**src/rtl/vga_timing_if.sv**
```systemverilog
// Video timing bundle: sync, visible-pixel address and the one-clock-early fetch request.
// The timing generator drives it (master); the pixel pipeline consumes it (slave).
interface vga_timing_if;
    logic       hsync;
    logic       vsync;
    logic       active;
    logic [9:0] x;
    logic [9:0] y;
    logic       fetch;
    logic [9:0] fetch_x;
    logic [9:0] fetch_y;
    logic       frame_start;
    logic       line_start;

    modport master (
        output hsync,
        output vsync,
        output active,
        output x,
        output y,
        output fetch,
        output fetch_x,
        output fetch_y,
        output frame_start,
        output line_start
    );

    modport slave (
        input hsync,
        input vsync,
        input active,
        input x,
        input y,
        input fetch,
        input fetch_x,
        input fetch_y,
        input frame_start,
        input line_start
    );
endinterface

```
**src/rtl/vga_timing.sv**
```systemverilog
// Parameterised VGA raster timing generator with registered outputs and a
// pixel fetch request that runs one clock ahead of the visible-pixel strobe.
module vga_timing #(
    parameter int H_ACTIVE         = 640,
    parameter int H_FRONT          = 16,
    parameter int H_SYNC           = 96,
    parameter int H_BACK           = 48,
    parameter int V_ACTIVE         = 480,
    parameter int V_FRONT          = 10,
    parameter int V_SYNC           = 2,
    parameter int V_BACK           = 33,
    parameter int SYNC_ACTIVE_HIGH = 0
) (
    input  logic         clock,
    input  logic         reset,
    vga_timing_if.master vga
);

    localparam int H_TOTAL = H_ACTIVE + H_FRONT + H_SYNC + H_BACK;
    localparam int V_TOTAL = V_ACTIVE + V_FRONT + V_SYNC + V_BACK;

    // Region boundaries are precomputed at elaboration in full integer width,
    // so nothing can overflow the 10-bit counters for totals up to 1023.
    localparam logic [9:0] H_LAST     = 10'(H_TOTAL - 1);
    localparam logic [9:0] V_LAST     = 10'(V_TOTAL - 1);
    localparam logic [9:0] H_VIS_END  = 10'(H_ACTIVE);
    localparam logic [9:0] V_VIS_END  = 10'(V_ACTIVE);
    localparam logic [9:0] HS_BEGIN   = 10'(H_ACTIVE + H_FRONT);
    localparam logic [9:0] HS_END     = 10'(H_ACTIVE + H_FRONT + H_SYNC);
    localparam logic [9:0] VS_BEGIN   = 10'(V_ACTIVE + V_FRONT);
    localparam logic [9:0] VS_END     = 10'(V_ACTIVE + V_FRONT + V_SYNC);

    localparam logic SYNC_ON  = (SYNC_ACTIVE_HIGH != 0);
    localparam logic SYNC_OFF = (SYNC_ACTIVE_HIGH == 0);

    logic [9:0] h;
    logic [9:0] v;
    logic [9:0] h_next;
    logic [9:0] v_next;
    logic       h_wrap;
    logic       v_wrap;
    logic       vis_now;
    logic       vis_next;
    logic       hs_on;
    logic       vs_on;

    // Next raster position plus region decode of both the current and next position.
    always_comb begin
        h_wrap   = (h == H_LAST);
        v_wrap   = (v == V_LAST);
        h_next   = h_wrap ? 10'd0 : h + 10'd1;
        v_next   = v;
        if (h_wrap) begin
            v_next = v_wrap ? 10'd0 : v + 10'd1;
        end
        vis_now  = (h < H_VIS_END) && (v < V_VIS_END);
        vis_next = (h_next < H_VIS_END) && (v_next < V_VIS_END);
        hs_on    = (h >= HS_BEGIN) && (h < HS_END);
        vs_on    = (v >= VS_BEGIN) && (v < VS_END);
    end

    // During reset the fetch port already presents position (0,0) so the pixel
    // pipeline has its first word ready on the first post-release edge.
    always_ff @(posedge clock) begin
        if (reset) begin
            h               <= 10'd0;
            v               <= 10'd0;
            vga.hsync       <= SYNC_OFF;
            vga.vsync       <= SYNC_OFF;
            vga.active      <= 1'b0;
            vga.x           <= 10'd0;
            vga.y           <= 10'd0;
            vga.fetch       <= 1'b1;
            vga.fetch_x     <= 10'd0;
            vga.fetch_y     <= 10'd0;
            vga.frame_start <= 1'b0;
            vga.line_start  <= 1'b0;
        end else begin
            h               <= h_next;
            v               <= v_next;
            vga.hsync       <= hs_on ? SYNC_ON : SYNC_OFF;
            vga.vsync       <= vs_on ? SYNC_ON : SYNC_OFF;
            vga.active      <= vis_now;
            vga.x           <= vis_now ? h : 10'd0;
            vga.y           <= vis_now ? v : 10'd0;
            vga.frame_start <= vis_now && (h == 10'd0) && (v == 10'd0);
            vga.line_start  <= vis_now && (h == 10'd0);
            vga.fetch       <= vis_next;
            vga.fetch_x     <= vis_next ? h_next : 10'd0;
            vga.fetch_y     <= vis_next ? v_next : 10'd0;
        end
    end

endmodule

```
**src/flat_wrapper.sv**
```systemverilog
// flat-port wrapper written by rule: the top's interface ports become plain ports
module vga_timing_flat 
#(
    parameter int H_ACTIVE         = 640,
    parameter int H_FRONT          = 16,
    parameter int H_SYNC           = 96,
    parameter int H_BACK           = 48,
    parameter int V_ACTIVE         = 480,
    parameter int V_FRONT          = 10,
    parameter int V_SYNC           = 2,
    parameter int V_BACK           = 33,
    parameter int SYNC_ACTIVE_HIGH = 0
)
  (clock, reset, vga_hsync, vga_vsync, vga_active, vga_x, vga_y, vga_fetch, vga_fetch_x, vga_fetch_y, vga_frame_start, vga_line_start);
  vga_timing_if vga_i ();
  input  logic clock;
  input  logic reset;
  output wire logic [$bits(vga_i.hsync)-1:0] vga_hsync;
  output wire logic [$bits(vga_i.vsync)-1:0] vga_vsync;
  output wire logic [$bits(vga_i.active)-1:0] vga_active;
  output wire logic [$bits(vga_i.x)-1:0] vga_x;
  output wire logic [$bits(vga_i.y)-1:0] vga_y;
  output wire logic [$bits(vga_i.fetch)-1:0] vga_fetch;
  output wire logic [$bits(vga_i.fetch_x)-1:0] vga_fetch_x;
  output wire logic [$bits(vga_i.fetch_y)-1:0] vga_fetch_y;
  output wire logic [$bits(vga_i.frame_start)-1:0] vga_frame_start;
  output wire logic [$bits(vga_i.line_start)-1:0] vga_line_start;
  assign vga_hsync = vga_i.hsync;
  assign vga_vsync = vga_i.vsync;
  assign vga_active = vga_i.active;
  assign vga_x = vga_i.x;
  assign vga_y = vga_i.y;
  assign vga_fetch = vga_i.fetch;
  assign vga_fetch_x = vga_i.fetch_x;
  assign vga_fetch_y = vga_i.fetch_y;
  assign vga_frame_start = vga_i.frame_start;
  assign vga_line_start = vga_i.line_start;
  vga_timing #(.H_ACTIVE(H_ACTIVE), .H_FRONT(H_FRONT), .H_SYNC(H_SYNC), .H_BACK(H_BACK), .V_ACTIVE(V_ACTIVE), .V_FRONT(V_FRONT), .V_SYNC(V_SYNC), .V_BACK(V_BACK), .SYNC_ACTIVE_HIGH(SYNC_ACTIVE_HIGH)) u_core (.clock(clock), .reset(reset), .vga(vga_i));
endmodule
```
**config.mk**
```make
export PLATFORM = sky130hd
export DESIGN_NAME = vga_timing_flat
export DESIGN_NICKNAME = d
export VERILOG_FILES = /design/src/rtl/vga_timing_if.sv /design/src/rtl/vga_timing.sv /design/src/flat_wrapper.sv
export SDC_FILE = /design/constraint.sdc
export NUM_CORES = 1
export LEC_CHECK = 0
export ABC_AREA = 1
export BUFFER_PORTS_ARGS = -buffer_cell sky130_fd_sc_hd__buf_2
export CORE_ASPECT_RATIO = 2
export CORE_MARGIN = 8
export CORE_UTILIZATION = 53
export DETAILED_ROUTE_END_ITERATION = 8
export PLACE_DENSITY_LB_ADDON = 0.05
export SLEW_MARGIN = 20
export SYNTH_ARGS = -nofsm -noshare
export SYNTH_HDL_FRONTEND = slang
export SYNTH_SLANG_ARGS = --single-unit
export TNS_END_PERCENT = 50
```
**constraint.sdc**
```tcl
create_clock -name clock -period 2.4 [get_ports clock]
set_clock_uncertainty 0.1 [all_clocks]
set_input_delay 0.24 -clock clock [delete_from_list [all_inputs] [get_ports clock]]
set_output_delay 0.24 -clock clock [all_outputs]
set_load 0.02 [all_outputs]
```
==> results.yml <==
clocking:
  root_buffer: "clkbuf_8"
  clk-insertion-delay-late_ps: 340
  cts_made_buffers: 9
  clk_pin_slew_ps: 60
  clock_sinks: 66
  ctsLongestPathBuffers: 2
  deepest_level_of_the_cts_h_tree: 3
  tritoncts: "built"
critical_path:
  critical_path.startpoint_type: "register"
  worst-r2r-cell-count: 10
  critical_path_peak_fanout: 15
  worst_setup_path_class: "reg -> reg"
  r2r-end: "u_core.vga.fetch$_SDFF_PP1_"
  critical_path_required_ps: 2530
  r2r_setup_slack_ps: 200
  cp_data_arrival_time_ps: 2330
  setup.worst_path.end_class: "register"
  worst_r2r_startpoint: "u_core.h[0]$_SDFF_PP0_"
place:
  hpwlAfterDp_um: 3860
  dp_slack_ps: 186
  gpl.final_weighted_congestion: 0.864
  numPortBuffers: 47
timing:
  rsz0062_at_grt: "false"
  final-hold-violation-count: 0
  finalCritPeriodShare: 0.918
  final_setup_violating_endpoints: 0
  tns_ps: 0
  time_the_worst_path_needs_with_i_o_delays_and_setup_ps: 2200
  finalWorstSetupSlack_ps: 197
  final_max_slew_viol_count: 0
  clock.fmax_ghz: 0.454
power_and_ir_drop:
  power_leakage_uw: 0.00141
  power_density_mw_per_mm2: 724
  irDropWorstVdd_mv: 0.489
cells_and_area:
  areaGrowthSynthToFinish_pct: 20.5
  final_layout_size_suffix_gt1_frac: 0.258
  layout.nets: 357
  commonest_cells_after_routing_fill_and_taps_aside: "nor2_1 (68), dfxtp_1 (66), buf_2 (47)"
  antenna-diode-count: 0
  mostFrequentLayoutCell: "nor2_1"
die:
  die-area_mm2: 0.00713
  fp-row-count: 35
  std_cell_core_area_mm2: 0.00451
  boundaryPins: 48
  chipHeight_um: 112
  floorplan.die.width_um: 63.8
  initial_core_util: 0.538
min_path:
  holdPathEnd: "u_core.v[7]$_SDFF_PP0_"
  whs_path_depth: 2
  worst_hold_path_type: "in -> reg"
  hp-start: "reset"
logic_synthesis:
  yosys_warnings: 0
  synth-seq-area-share: 0.545
  synth_cells: 296
  synth_cell_type_count: 27
  synth_area_mm2: 0.00243
  synth-seq-cells: 66
  post_synth.cell_area_avg_um2: 8.20
routing:
  dr.first_iter.drc_count: 59
  drt_drc_violations_left: 0
  wirelength_um: 5200
  first_pass_iters: 4
  ant_nets: 0
  vias: 1963
  detail_route.wl_per_cell_um: 12.7
  route.detailed.vias_per_inst: 4.78
global_route:
  maximum_number_of_pins_on_one_net_before_global_route_repair: 23
  antenna_found_initial: 0
  grt_pass1_wl_um: 8760
  grt-ovfl-total: 0
  grt_pass1_vias: 1990
  track_usage: 0.153
run_status:
  outcome: "finished clean"
flow_run:
  max_cap_viol_count: 0
## critical path: stages (launching register included)
cell and delay (ps):
dfxtp_1 360, ha_1 220, nand2_2 100, nor2_4 190
nand3_2 210, nor2_2 170, xor2_1 210, nand3_1 110
nand2_2 160, buf_12 180, nand2_1 70
## through the flow
step	instances	utilization	hold slack (ps)	total power (uW)	cell area, um2
4_1_cts	410	0.646	217	2130	2910
3_5_place_dp	394	0.602	378	1230	2720
5_1_grt	411	0.648	223	2180	2920
3_3_place_gp	394	0.602	368	1230	2720
2_1_floorplan	297	-	256	1210	2430
6_report	411	0.648	211	2120	2920
## routing by layer
layer	GRT usage	vias to the layer above	wire [um]
met4	0.0810	0	107
met1	0.153	881	2130
met3	0.0673	10	389
met2	0.257	55	2580
met5	0	-	0
li1	-	1017	-
## report_power, final
part	switching, uW	leakage [uW]	internal (uW)
clock network	374	0.000101	536
logic	59.6	0.000778	26.8
registers	6.82	0.000535	1110
total	440	0.00141	1680
## cell families (layout without fill, tap and decap cells)
family	after synthesis	count (layout)	synth area share
adder cells (fa/ha/maj)	4	4	0.0206
XOR/XNOR	2	2	0.00722
flip-flops	66	66	0.545
AND/OR/NAND/NOR	168	168	0.322
buffers and inverters	43	102	0.0727
AO/OA/AOI/OAI	12	12	0.0315
other	1	2	0.00155
## cell type report
class / instances / area (um2)
clock inverter: 2 / 35.0
sequential: 66 / 1320
multi-input combinational: 188 / 935
tap: 55 / 68.8
clock buffer: 14 / 163
fill: 419 / 1590
timing repair buffer: 49 / 263
inverter: 37 / 139
## state kept, by name, summed over array words and instances, names as in the netlist
name / cells
u_core.vga.hsync: 1
u_core.vga.line_start: 1
u_core.vga.vsync: 1
u_core.vga.y: 10
u_core.vga.frame_start: 1
u_core.h: 10
u_core.vga.fetch_y: 10
u_core.vga.fetch: 1
u_core.v: 10
u_core.vga.fetch_x: 10
u_core.vga.x: 10
u_core.vga.active: 1
## cell usage after synthesis
master | count | share of area
nor2_1 | 68 | 0.11
dfxtp_1 | 66 | 0.54
nand2_1 | 43 | 0.067
inv_1 | 36 | 0.056
nand3_1 | 20 | 0.041
nor2_2 | 16 | 0.041
o21ai_0 | 6 | 0.012
nand2_2 | 5 | 0.013
nand4_1 | 5 | 0.013
clkbuf_1 | 4 | 0.0062
ha_1 | 4 | 0.021
nand3_2 | 3 | 0.012
nor3_1 | 3 | 0.0062
buf_6 | 2 | 0.0093
nor2_4 | 2 | 0.0093
o211ai_1 | 2 | 0.0062
a21boi_0 | 1 | 0.0031
a22oi_1 | 1 | 0.0031
conb_1 | 1 | 0.0015
inv_2 | 1 | 0.0015
nor2_8 | 1 | 0.0083
nor3b_1 | 1 | 0.0031
o2111ai_1 | 1 | 0.0036
o21a_1 | 1 | 0.0031
or2_2 | 1 | 0.0026
xnor2_1 | 1 | 0.0036
xor2_1 | 1 | 0.0036
## how the worst max path moves through the flow
stage / start / to / cells after the start
final: u_core.h[0]$_SDFF_PP0_ / u_core.vga.fetch$_SDFF_PP1_ / 10
after global routing: u_core.h[0]$_SDFF_PP0_ / u_core.vga.fetch_y[1]$_SDFF_PP0_ / 12
after CTS: u_core.h[0]$_SDFF_PP0_ / u_core.vga.fetch$_SDFF_PP1_ / 10
after detailed placement: u_core.h[0]$_SDFF_PP0_ / u_core.vga.fetch_y[1]$_SDFF_PP0_ / 10
after global placement: u_core.h[0]$_SDFF_PP0_ / u_core.vga.fetch_y[3]$_SDFF_PP0_ / 10
after floorplan: u_core.h[0]$_SDFF_PP0_ / u_core.vga.fetch_x[5]$_SDFF_PP0_ / 10
## what timing repair did
item                       4_1_cts  5_1_grt
hold buffers                     0        0
buffers inserted                 0        1
setup endpoints to repair        0       15
resized for setup                0        1
hold endpoints to repair         0        0
No activity file was read; power rests on OpenSTA's default activity.
